$ cat src/rtl/sqrt_pkg.sv
// Shared types for the iterative square-root unit: controller state encoding.
package sqrt_pkg;

    typedef enum logic [1:0] {
        S0 = 2'b00,
        S1 = 2'b01,
        S2 = 2'b10
    } state_t;

endpackage

$ cat src/rtl/control_path_if.sv
// Control/status bundle between the square-root controller and its datapath.
interface control_path_if;

    logic [1:0] N_i;
    logic       boot_o;
    logic       muxes_o;
    logic       ready_o;
    logic       wr_root_o;
    logic       wr_square_o;
    logic       root_o;

    modport master (
        input  N_i,
        output boot_o, muxes_o, ready_o, wr_root_o, wr_square_o, root_o
    );

    modport slave (
        output N_i,
        input  boot_o, muxes_o, ready_o, wr_root_o, wr_square_o, root_o
    );

endinterface

$ cat src/rtl/control_path.sv
// Sequencing FSM for the square-root datapath: boot, root compare/update, square update.
// Outputs decode combinationally from state, and from the datapath status while in S1.
module control_path
    import sqrt_pkg::*;
(
    input  logic          clk,
    input  logic          rst_n,
    control_path_if.master bus
);

    state_t r_state;
    state_t w_next;

    always_ff @(posedge clk or negedge rst_n) begin
        if (!rst_n) r_state <= S0;
        else        r_state <= w_next;
    end

    // Don't-care outputs are driven as literal X so synthesis is free to pick.
    always_comb begin
        w_next          = S0;
        bus.boot_o      = 1'b0;
        bus.muxes_o     = 1'b0;
        bus.ready_o     = 1'b0;
        bus.wr_root_o   = 1'b0;
        bus.wr_square_o = 1'b0;
        bus.root_o      = 1'b0;
        unique case (r_state)
            S0: begin
                w_next          = S1;
                bus.boot_o      = 1'b1;
                bus.muxes_o     = 1'bx;
                bus.ready_o     = 1'b1;
                bus.wr_root_o   = 1'b1;
                bus.wr_square_o = 1'b1;
                bus.root_o      = 1'bx;
            end
            S1: begin
                w_next      = bus.N_i[1] ? S2 : S1;
                bus.muxes_o = 1'b1;
                if (bus.N_i == 2'b00) begin
                    bus.wr_root_o = 1'b1;
                    bus.ready_o   = 1'b1;
                    bus.root_o    = 1'bx;
                end else begin
                    bus.root_o    = bus.N_i[1] & ~bus.N_i[0];
                end
            end
            S2: begin
                w_next          = S1;
                bus.wr_square_o = 1'b1;
                bus.ready_o     = 1'b1;
                bus.root_o      = 1'bx;
            end
            default: begin
                w_next          = S0;
                bus.boot_o      = 1'b1;
                bus.ready_o     = 1'b1;
                bus.wr_root_o   = 1'b1;
                bus.wr_square_o = 1'b1;
            end
        endcase
    end

endmodule

$ cat src/flat_wrapper.sv
// flat-port wrapper written by rule: the top's interface ports become plain ports
module control_path_flat import sqrt_pkg::*;
  (clk, rst_n, bus_N_i, bus_boot_o, bus_muxes_o, bus_ready_o, bus_wr_root_o, bus_wr_square_o, bus_root_o);
  control_path_if bus_i ();
  input  logic clk;
  input  logic rst_n;
  input wire logic [$bits(bus_i.N_i)-1:0] bus_N_i;
  output wire logic [$bits(bus_i.boot_o)-1:0] bus_boot_o;
  output wire logic [$bits(bus_i.muxes_o)-1:0] bus_muxes_o;
  output wire logic [$bits(bus_i.ready_o)-1:0] bus_ready_o;
  output wire logic [$bits(bus_i.wr_root_o)-1:0] bus_wr_root_o;
  output wire logic [$bits(bus_i.wr_square_o)-1:0] bus_wr_square_o;
  output wire logic [$bits(bus_i.root_o)-1:0] bus_root_o;
  assign bus_i.N_i = bus_N_i;
  assign bus_boot_o = bus_i.boot_o;
  assign bus_muxes_o = bus_i.muxes_o;
  assign bus_ready_o = bus_i.ready_o;
  assign bus_wr_root_o = bus_i.wr_root_o;
  assign bus_wr_square_o = bus_i.wr_square_o;
  assign bus_root_o = bus_i.root_o;
  control_path u_core (.clk(clk), .rst_n(rst_n), .bus(bus_i));
endmodule
$ cat config.mk
export PLATFORM = sky130hd
export DESIGN_NAME = control_path_flat
export DESIGN_NICKNAME = d
export VERILOG_FILES = /design/src/rtl/sqrt_pkg.sv /design/src/rtl/control_path_if.sv /design/src/rtl/control_path.sv /design/src/flat_wrapper.sv
export SDC_FILE = /design/constraint.sdc
export NUM_CORES = 1
export LEC_CHECK = 0
export BUFFER_PORTS_ARGS = -buffer_cell sky130_fd_sc_hd__buf_2
export CAP_MARGIN = 20
export CORE_AREA = 3 3 40 42
export DETAILED_ROUTE_END_ITERATION = 7
export DIE_AREA = 0 0 43 45
export SYNTH_ARGS = -nofsm -noshare
export SYNTH_HDL_FRONTEND = slang
export SYNTH_SLANG_ARGS = --single-unit
$ cat constraint.sdc
create_clock -name clk -period 1.2 [get_ports clk]
set_clock_uncertainty 0.15 [all_clocks]
set_input_delay 0.12 -clock clk [delete_from_list [all_inputs] [get_ports clk]]
set_output_delay 0.12 -clock clk [all_outputs]
set_load 0.05 [all_outputs]
==> summary.txt, run 1 <==
Run status
  – Status: finished, violations left
  – Failing checks: negative setup slack

Clock network
  – TritonCTS Buffers: 3
  – Worst skew pair latency: 220 ps
  – Clock slew at reported path FFs: about 30 ps
  – CTS Root Buffer Type: clkbuf_4
  – # clock sinks: 2
  – H-Tree Level Count: 1
  – TritonCTS clock tree: done
  – Maximum buffer depth of the clock tree: 2

Place
  – Gpl congestion: 0.604
  – Hpwl dp: 302 µm
  – Port bufs: 9
  – Placed Cells: 44

Timing
  – Rel. slew slack: 0.836
  – Fmax: 0.658 GHz
  – Fin crit share: 1.27
  – Setup violations, final: 6
  – WHS: 50.4 ps
  – Worst setup margin: -321 ps
  – Fin crit period: 1520 ps
  – Max Slew Vio Count: 0
  – Final setup TNS: -1630 ps
  – RSZ-0062 raised after global routing: true
  – Final Hold Fails: 0
  – Worst slew pin tran: 248 ps

Global route
  – Largest net degree at the start of global routing: 6
  – Number of global-route vias before repair: about 180
  – Initial antenna violation count: 0
  – Overflow after GRT: 0
  – Global-route wire length before repair: between 600 and 700 µm
  – Gr usage total: 0.0525

Setup path
  – Crit. End Element: primary output
  – Startpoint types: register
  – Critical setup path kind: register to primary output
  – Worst Path Max Fanout: 5
  – Req. time, crit path: 930 ps
  – Worst r2r src: u_core.r_state[1]$_DFF_PN0_
  – Critical path data arrival time: 1250 ps
  – Crit path launch: u_core.r_state[0]$_DFF_PN0_

Floorplan
  – Die Y: 45 µm
  – Effective utilization at floorplan: 0.126
  – Ports: 10
  – Die W: 43 µm
  – Num rows: 13
  – Die area: 1940 µm²
  – Core area: 1280 µm²

Layout
  – Core Util, Final: 0.300
  – Synth-to-Final Area Change: 139%
  – Post-Layout Cell Count: 50
  – Max FFs per register: 2
  – Top reg by flops: u_core.r_state
  – Diode count: 0
  – Layout cells sized above 1: 0.800
  – Largest regs: u_core.r_state x2
  – Final-stage net count: 45

Yosys
  – Synth Register Bits: 2
  – Area contributors post-synth: dfrtp_1 31%, ha_1 31%, inv_1 9.3%
  – Syn_nets: 26
  – Post-Synthesis Cells: 18
  – Syn Std Cell Area: 161 µm²
  – Sequential element share of the synthesized area: 0.310
  – Share of the synthesized area in the top cell type: 0.310
  – Synthesis Warnings: 0
  – Post-synthesis cell type count: 9
  – Syn avg cell area: 8.97 µm²
  – Post-synth top area cell: dfrtp_1

Flow run
  – Max-Cap Viols: 0

Routing
  – Drt first pass iters: 2
  – 1st-iter DRT viols: 1
  – Total routed wirelength: 395 µm
  – WL/cell: approximately 8 µm
  – Via count: 175
  – DR vias/cell: ~3.5
  – ANT nets after route: 0
  – DRC: 0

Hold path
  – HP Start: bus_N_i[1]
  – Hold Crit Class: input pin to register
-- layout by cell type (no fill, tap or decap), drive strengths merged, types with 2 or more instances in the layout --
cell      count
dfrtp         2
ha            4
inv           2
buf          13
nor2          3
clkinvlp      2
clkbuf        3
-- cell families (layout without fill, tap and decap cells) --
family,after synthesis,in the layout,share of synthesized area
simple gates,5,5,0.132
buf+inv,4,21,0.0930
fa+ha+maj,4,4,0.310
compound gates,3,3,0.155
flops,2,2,0.310
-- worst max-delay path, cell delays in order, from the launching register on --
cell,delay (ps)
dfrtp_2,430
ha_4,190
o21ai_2,60
a21boi_4,180
buf_6,160
-- metal layers --
layer / wire length (µm) / track usage / vias to the layer above
met4: 0 / 0.0723 / 0
li1: - / - / 89
met2: 203 / 0.0749 / 5
met3: 28 / 0.0239 / 0
met1: 163 / 0.0482 / 81
met5: 0 / 0 / -
-- per-stage QoR --
stage               setup WS (ps)  cell area, µm²
floorplan                    -542             196
global placement             -216             275
detailed placement           -237             275
CTS                          -347             363
global route                 -386             385
finish                       -321             385
-- Yosys cell counts, drive strengths merged --
| cell | number |
|---|---|
| o21ai | 1 |
| a21oi | 1 |
| ha | 4 |
| dfrtp | 2 |
| nand2b | 1 |
| a21boi | 1 |
| nor2 | 3 |
| nand2 | 1 |
| inv | 4 |
-- final timing paths --
check                           slack [ps]  cells past startpoint                          end
worst max-delay path                  -320                      4                bus_wr_root_o
worst min-delay path                    50                      3  u_core.r_state[0]$_DFF_PN0_
worst max register to register          20                      5  u_core.r_state[1]$_DFF_PN0_
worst min register to register         510                      2  u_core.r_state[0]$_DFF_PN0_
max in group asynchronous              740                      2  u_core.r_state[0]$_DFF_PN0_
min in group asynchronous               60                      2  u_core.r_state[0]$_DFF_PN0_
-- repair_timing --
action,CTS,global route
gates resized for setup,11,5
setup endpoints to repair,8,8
pin swaps,2,1
hold endpoints to repair,2,0
setup buffers,2,0
hold buffers,1,0
-- final cells by class --
cell class              count  area, µm²
fillers                   137        900
multi-input cells          12        156
repair buffers             14        114
flip-flops and latches      2       51.3
clock buffers               3       22.5
inverters                   4       22.5
well taps                  15       18.8
Power of run 1 is not shown: default switching activity piles up to over one toggle a cycle in this logic, so the estimate is an artifact.
==> inputs of run 2 (changes only) <==
==> constraint.sdc (replaced) <==
create_clock -name clk -period 1.2 [get_ports clk]
set_clock_uncertainty 0.15 [all_clocks]
set_input_delay 0.18 -clock clk [delete_from_list [all_inputs] [get_ports clk]]
set_output_delay 0.18 -clock clk [all_outputs]
set_load 0.05 [all_outputs]
==> run 2 against run 1 <==
Effect of this change:
- the run still ends with negative setup slack left
- final cell count grew 8.0%
- die area is the same
- critical path depth grew 1
- first-iteration DRC count shrank 100%
- non-clock buffer count grew 4
- core utilization grew 2.6 points
- global-route usage grew 0.75 points
- highest routed layer unchanged
==> summary.txt, run 2 (synthesis results as in run 1) <==
Run status
  – Status: finished, violations left
  – Failing checks: negative setup slack

Floorplan
  – Die Y: 45 µm (unchanged)
  – Effective utilization at floorplan: 0.126 (unchanged)
  – Die W: 43 µm (unchanged)
  – Die area: 1940 µm² (unchanged)
  – Core area: 1280 µm² (unchanged)
  – Num rows: 13 (unchanged)
  – Ports: 10 (unchanged)

Timing
  – Rel. slew slack: 0.836 (about the same)
  – Setup violations, final: 7 (+1)
  – Fin crit period: 1600 ps (+74.6 ps)
  – Worst setup margin: -395 ps (-74.6 ps)
  – Fin crit share: 1.33 (+0.0622)
  – Final setup TNS: -2040 ps (-407 ps)
  – Worst slew pin tran: 248 ps (+0.232 ps)
  – RSZ-0062 raised after global routing: true
  – Max Slew Vio Count: 0 (unchanged)
  – Final Hold Fails: 0 (unchanged)
  – WHS: 123 ps (+72.8 ps)
  – Fmax: 0.627 GHz (-4.7%)

Clock network
  – TritonCTS Buffers: 3 (unchanged)
  – H-Tree Level Count: 1 (unchanged)
  – TritonCTS clock tree: done
  – # clock sinks: 2 (unchanged)
  – Clock slew at reported path FFs: 30 ps (about the same)
  – Worst skew pair latency: 220 ps (about the same)
  – Maximum buffer depth of the clock tree: 2 (unchanged)
  – CTS Root Buffer Type: clkbuf_4

Layout
  – Largest regs: u_core.r_state x2
  – Layout cells sized above 1: 0.846 (+0.0462)
  – Synth-to-Final Area Change: 160%
  – Max FFs per register: 2 (unchanged)
  – Most common cell after layout, fill and taps aside: buf_4
  – Final-stage net count: 49 (+8.9%)
  – Top reg by flops: u_core.r_state
  – Design area: 419 µm² (+8.8%)
  – Commonest cells after routing, fill and taps aside: 9 x buf_4, 4 x buf_2, 4 x buf_6, 3 x ha_4, 3 x clkbuf_4
  – Diode count: 0 (unchanged)

Setup path
  – Req. time, crit path: 870 ps (-60 ps)
  – Critical path's top delay family: buffers and inverters
  – Crit. End Element: primary output
  – CP Cell Sequence: inv_2, buf_4, ha_4, clkinvlp_4, buf_6
  – Startpoint types: register
  – Critical setup path kind: register to primary output
  – Worst Path Max Fanout: 2 (-3)
  – Worst path bufs/invs: 4 (+3)
  – CP max stage delay: 360 ps (-70 ps)
  – CP Depth: 5 (+1)
  – Critical path data arrival time: 1270 ps (+20 ps)
  – R2R depth: 5 (unchanged)
  – CP max-delay cell: dfrtp_1

Place
  – Port bufs: 9 (unchanged)
  – Dpl ws: -300 ps (-62.8 ps)
  – Gpl congestion: 0.605 (+0.12%)
  – Post-DP Area: 290 µm² (+5.5%)
  – Hpwl dp: 308 µm (+2.0%)

Global route
  – Largest net degree at the start of global routing: 6 (unchanged)
  – Initial antenna violation count: 0 (unchanged)
  – Global-route wire length before repair: 759 µm (+13%)
  – Number of global-route vias before repair: 216 (+21%)
  – Overflow after GRT: 0 (unchanged)
  – Gr usage total: 0.0600 (+0.00749)

Routing
  – Total routed wirelength: 482 µm (+22%)
  – DR vias/cell: 3.44 (-1.6%)
  – 1st-iter DRT viols: 0 (-1)
  – Via count: 186 (+6.3%)
  – WL/cell: 8.93 µm (+13%)
  – ANT nets after route: 0 (unchanged)
  – Drt first pass iters: 1 (-1)
  – DRC: 0 (unchanged)

Hold path
  – Hold Crit Class: input pin to asynchronous set/reset pin

Flow run
  – Max-Cap Viols: 0 (unchanged)
## run 2: cell types whose count changed in the layout (fill, tap and decap cells not counted), sizes merged
cell	before	now
buf	13	17
## run 2: repair_timing
item / 4_1_cts / 5_1_grt
pin swaps: 1 / 0
resized for setup: 11 / 7
gates cloned: 0 / 0
hold endpoints to repair: 2 / 0
setup endpoints to repair: 8 / 8
setup buffers: 4 / 0
hold buffers: 1 / 0
## run 2: cell type report
| class | count | area, µm² |
|---|---|---|
| clock buffers | 3 | 22.5 |
| fillers | 132 | 866 |
| inverters | 4 | 22.5 |
| multi-input cells | 12 | 163 |
| well taps | 15 | 18.8 |
| flip-flops and latches | 2 | 50.0 |
| repair buffers | 18 | 143 |
## run 2: stage by stage
step / cells / utilization
after floorplan: 18 / -
after global placement: 46 / 0.226
after detailed placement: 46 / 0.226
after CTS: 54 / 0.306
after global routing: 54 / 0.326
final: 54 / 0.326
## run 2: path summary, 6_finish.rpt
| check | startpoint | slack, ps | to |
|---|---|---|---|
| setup / recovery | u_core.r_state[1]$_DFF_PN0_ | -400 | bus_boot_o |
| hold / removal | rst_n | 120 | u_core.r_state[0]$_DFF_PN0_ |
| setup reg to reg | u_core.r_state[1]$_DFF_PN0_ | 0 | u_core.r_state[1]$_DFF_PN0_ |
| hold reg to reg | u_core.r_state[1]$_DFF_PN0_ | 640 | u_core.r_state[0]$_DFF_PN0_ |
| max in group asynchronous | rst_n | 680 | u_core.r_state[1]$_DFF_PN0_ |
| min in group clk | bus_N_i[1] | 210 | u_core.r_state[0]$_DFF_PN0_ |
## run 2: worst register-to-register path, delay by kind of cell (launching register included)
| kind | cells | cell delay, ps |
|---|---|---|
| fa+ha+maj | 1 | 170 |
| buf+inv | 2 | 230 |
| simple gates | 2 | 190 |
| flops | 1 | 390 |
## run 2: routing by layer
metal  share of wire  GRT usage  up-vias
li1                -          -       97
met1            0.38     0.0482       84
met2            0.57     0.0988        5
met3           0.056     0.0159        0
met4               0     0.0904        0
met5               0          0        -
Power of run 2 is left out for the same reason.
==> inputs of run 3 (changes only) <==
--- a/config.mk
+++ b/config.mk
@@ -8,8 +8,11 @@
 export BUFFER_PORTS_ARGS = -buffer_cell sky130_fd_sc_hd__buf_2
 export CAP_MARGIN = 20
 export CORE_AREA = 3 3 40 42
+export CTS_BUF_LIST = sky130_fd_sc_hd__clkbuf_4 sky130_fd_sc_hd__clkbuf_8
 export DETAILED_ROUTE_END_ITERATION = 7
 export DIE_AREA = 0 0 43 45
+export PLACE_DENSITY_LB_ADDON = 0.08
+export SLEW_MARGIN = 25
 export SYNTH_ARGS = -nofsm -noshare
 export SYNTH_HDL_FRONTEND = slang
 export SYNTH_SLANG_ARGS = --single-unit
==> run 3 against run 2 <==
Effect of this change:
- core utilization decreased by 1.1 points
- the flow still finishes with violations (negative setup slack)
- wire length down 8.7%
- critical path depth is 1 lower
- highest routed layer unchanged
- non-clock buffer count down 2
- register-to-register slack better by 20 ps
- worst hold slack better by 3.6 ps
- sequential share of layout area rose by 0.71 points
- first-iteration DRC count did not move
- critical endpoint is now bus_wr_root_o
- via count down 4.3%
- design area fell by 3.3%
- setup slack better by 13 ps
==> summary.txt, run 3 (synthesis results as in run 1) <==
Setup path
  – Req. time, crit path: 870 ps (about the same)
  – Startpoint types: register
  – Worst Path Max Fanout: 5 (+3)
  – Crit path launch: u_core.r_state[0]$_DFF_PN0_
  – Critical setup path kind: register to primary output
  – Critical path data arrival time: 1250 ps (-20 ps)
  – Worst r2r src: u_core.r_state[1]$_DFF_PN0_
  – Crit. End Element: primary output

Routing
  – Drt first pass iters: 1 (unchanged)
  – Via count: 178 (-4.3%)
  – WL/cell: 8.46 µm (-5.2%)
  – 1st-iter DRT viols: 0 (unchanged)
  – DRC: 0 (unchanged)
  – DR vias/cell: 3.42 (-0.62%)
  – ANT nets after route: 0 (unchanged)
  – Total routed wirelength: 440 µm (-8.7%)

Global route
  – Largest net degree at the start of global routing: 6 (unchanged)
  – Number of global-route vias before repair: 186 (-14%)
  – Global-route wire length before repair: 703 µm (-7.4%)
  – Gr usage total: 0.0525 (-0.00749)
  – Overflow after GRT: 0 (unchanged)
  – Initial antenna violation count: 0 (unchanged)

Clock network
  – CTS Root Buffer Type: clkbuf_4
  – TritonCTS clock tree: done
  – TritonCTS Buffers: 3 (unchanged)
  – Worst skew pair latency: 220 ps (about the same)
  – Maximum buffer depth of the clock tree: 2 (unchanged)
  – H-Tree Level Count: 1 (unchanged)
  – # clock sinks: 2 (unchanged)
  – Clock slew at reported path FFs: 30 ps (about the same)

Run status
  – Failing checks: negative setup slack
  – Status: finished, violations left

Floorplan
  – Core area: 1280 µm² (unchanged)
  – Ports: 10 (unchanged)
  – Die area: 1940 µm² (unchanged)
  – Effective utilization at floorplan: 0.126 (unchanged)
  – Die Y: 45 µm (unchanged)
  – Die W: 43 µm (unchanged)
  – Num rows: 13 (unchanged)

Timing
  – Max Slew Vio Count: 0 (unchanged)
  – Rel. slew slack: 0.836 (about the same)
  – Final setup TNS: -1930 ps (+103 ps)
  – Fin crit period: 1580 ps (-13.1 ps)
  – Final Hold Fails: 0 (unchanged)
  – WHS: 127 ps (+3.65 ps)
  – RSZ-0062 raised after global routing: true
  – Worst slew pin tran: 247 ps (-1.19 ps)
  – Fmax: 0.632 GHz (+0.83%)
  – Worst setup margin: -382 ps (+13.1 ps)
  – Setup violations, final: 6 (-1)
  – Fin crit share: 1.32 (-0.0109)

Hold path
  – Hold Crit Class: input pin to asynchronous set/reset pin

Layout
  – Fillers: 141 (+6.8%)
  – Commonest cells after routing, fill and taps aside: 7 x buf_4, 4 x buf_2, 3 x ha_4, 3 x clkbuf_4
  – Synth-to-Final Area Change: 151%
  – Final-stage net count: 47 (-4.1%)
  – Largest regs: u_core.r_state x2
  – Top reg by flops: u_core.r_state
  – Layout cells sized above 1: 0.838 (-0.00832)
  – Diode count: 0 (unchanged)
  – Max FFs per register: 2 (unchanged)
  – Most common cell after layout, fill and taps aside: buf_4

Flow run
  – Max-Cap Viols: 0 (unchanged)

Place
  – Hpwl dp: 334 µm (+8.7%)
  – Gpl congestion: 0.644 (+6.6%)
  – Port bufs: 9 (unchanged)
==> run 3: cell types whose count changed in the layout (fill, tap and decap cells not counted), sizes merged <==
cell | before | now
buf | 17 | 15
==> run 3: layout make-up <==
type,count,area [µm²],area share
Clock buffer,3,22.5,0.0556
Inverter,4,22.5,0.0556
Multi-Input combinational cell,12,155,0.383
Sequential cell,2,51.3,0.127
Tap cell,15,18.8,0.0463
Timing Repair Buffer,16,135,0.333
==> run 3: worst paths after layout <==
kind / slack, ps / cells past startpoint / end
worst max-delay path: -380 / 4 / bus_wr_root_o
worst min-delay path: 130 / 2 / u_core.r_state[1]$_DFF_PN0_
worst max register to register: 20 / 5 / u_core.r_state[1]$_DFF_PN0_
worst min register to register: 520 / 2 / u_core.r_state[0]$_DFF_PN0_
max in group asynchronous: 670 / 2 / u_core.r_state[0]$_DFF_PN0_
min in group clk: 210 / 4 / u_core.r_state[0]$_DFF_PN0_
==> run 3: per-stage QoR <==
stage	util	cells	cell area, µm²	setup WS [ps]
after CTS	0.283	51	364	-410
after detailed placement	0.226	46	290	-269
after floorplan	-	18	196	-602
after global placement	0.226	46	290	-255
final	0.315	52	405	-382
after global routing	0.315	52	405	-438
==> run 3: layer usage <==
metal | vias to the layer above | GRT usage | share of wire
met3 | 0 | 0.0159 | 0.059
li1 | 94 | - | -
met1 | 79 | 0.0578 | 0.41
met5 | - | 0 | 0
met4 | 0 | 0.0723 | 0
met2 | 5 | 0.0689 | 0.53
==> run 3: critical path: stages, from the launching register on <==
cell      delay, ps
dfrtp_2         430
ha_4            200
o21ai_2          60
a21boi_4        180
buf_6           170
==> run 3: repair_timing <==
action	4_1_cts	5_1_grt
hold buffers	1	0
buffers inserted	1	1
endpoints found under the setup margin	7	8
gates resized for setup	9	11
pin swaps	2	2
hold endpoints to repair	2	0
Power of run 3 is left out for the same reason.
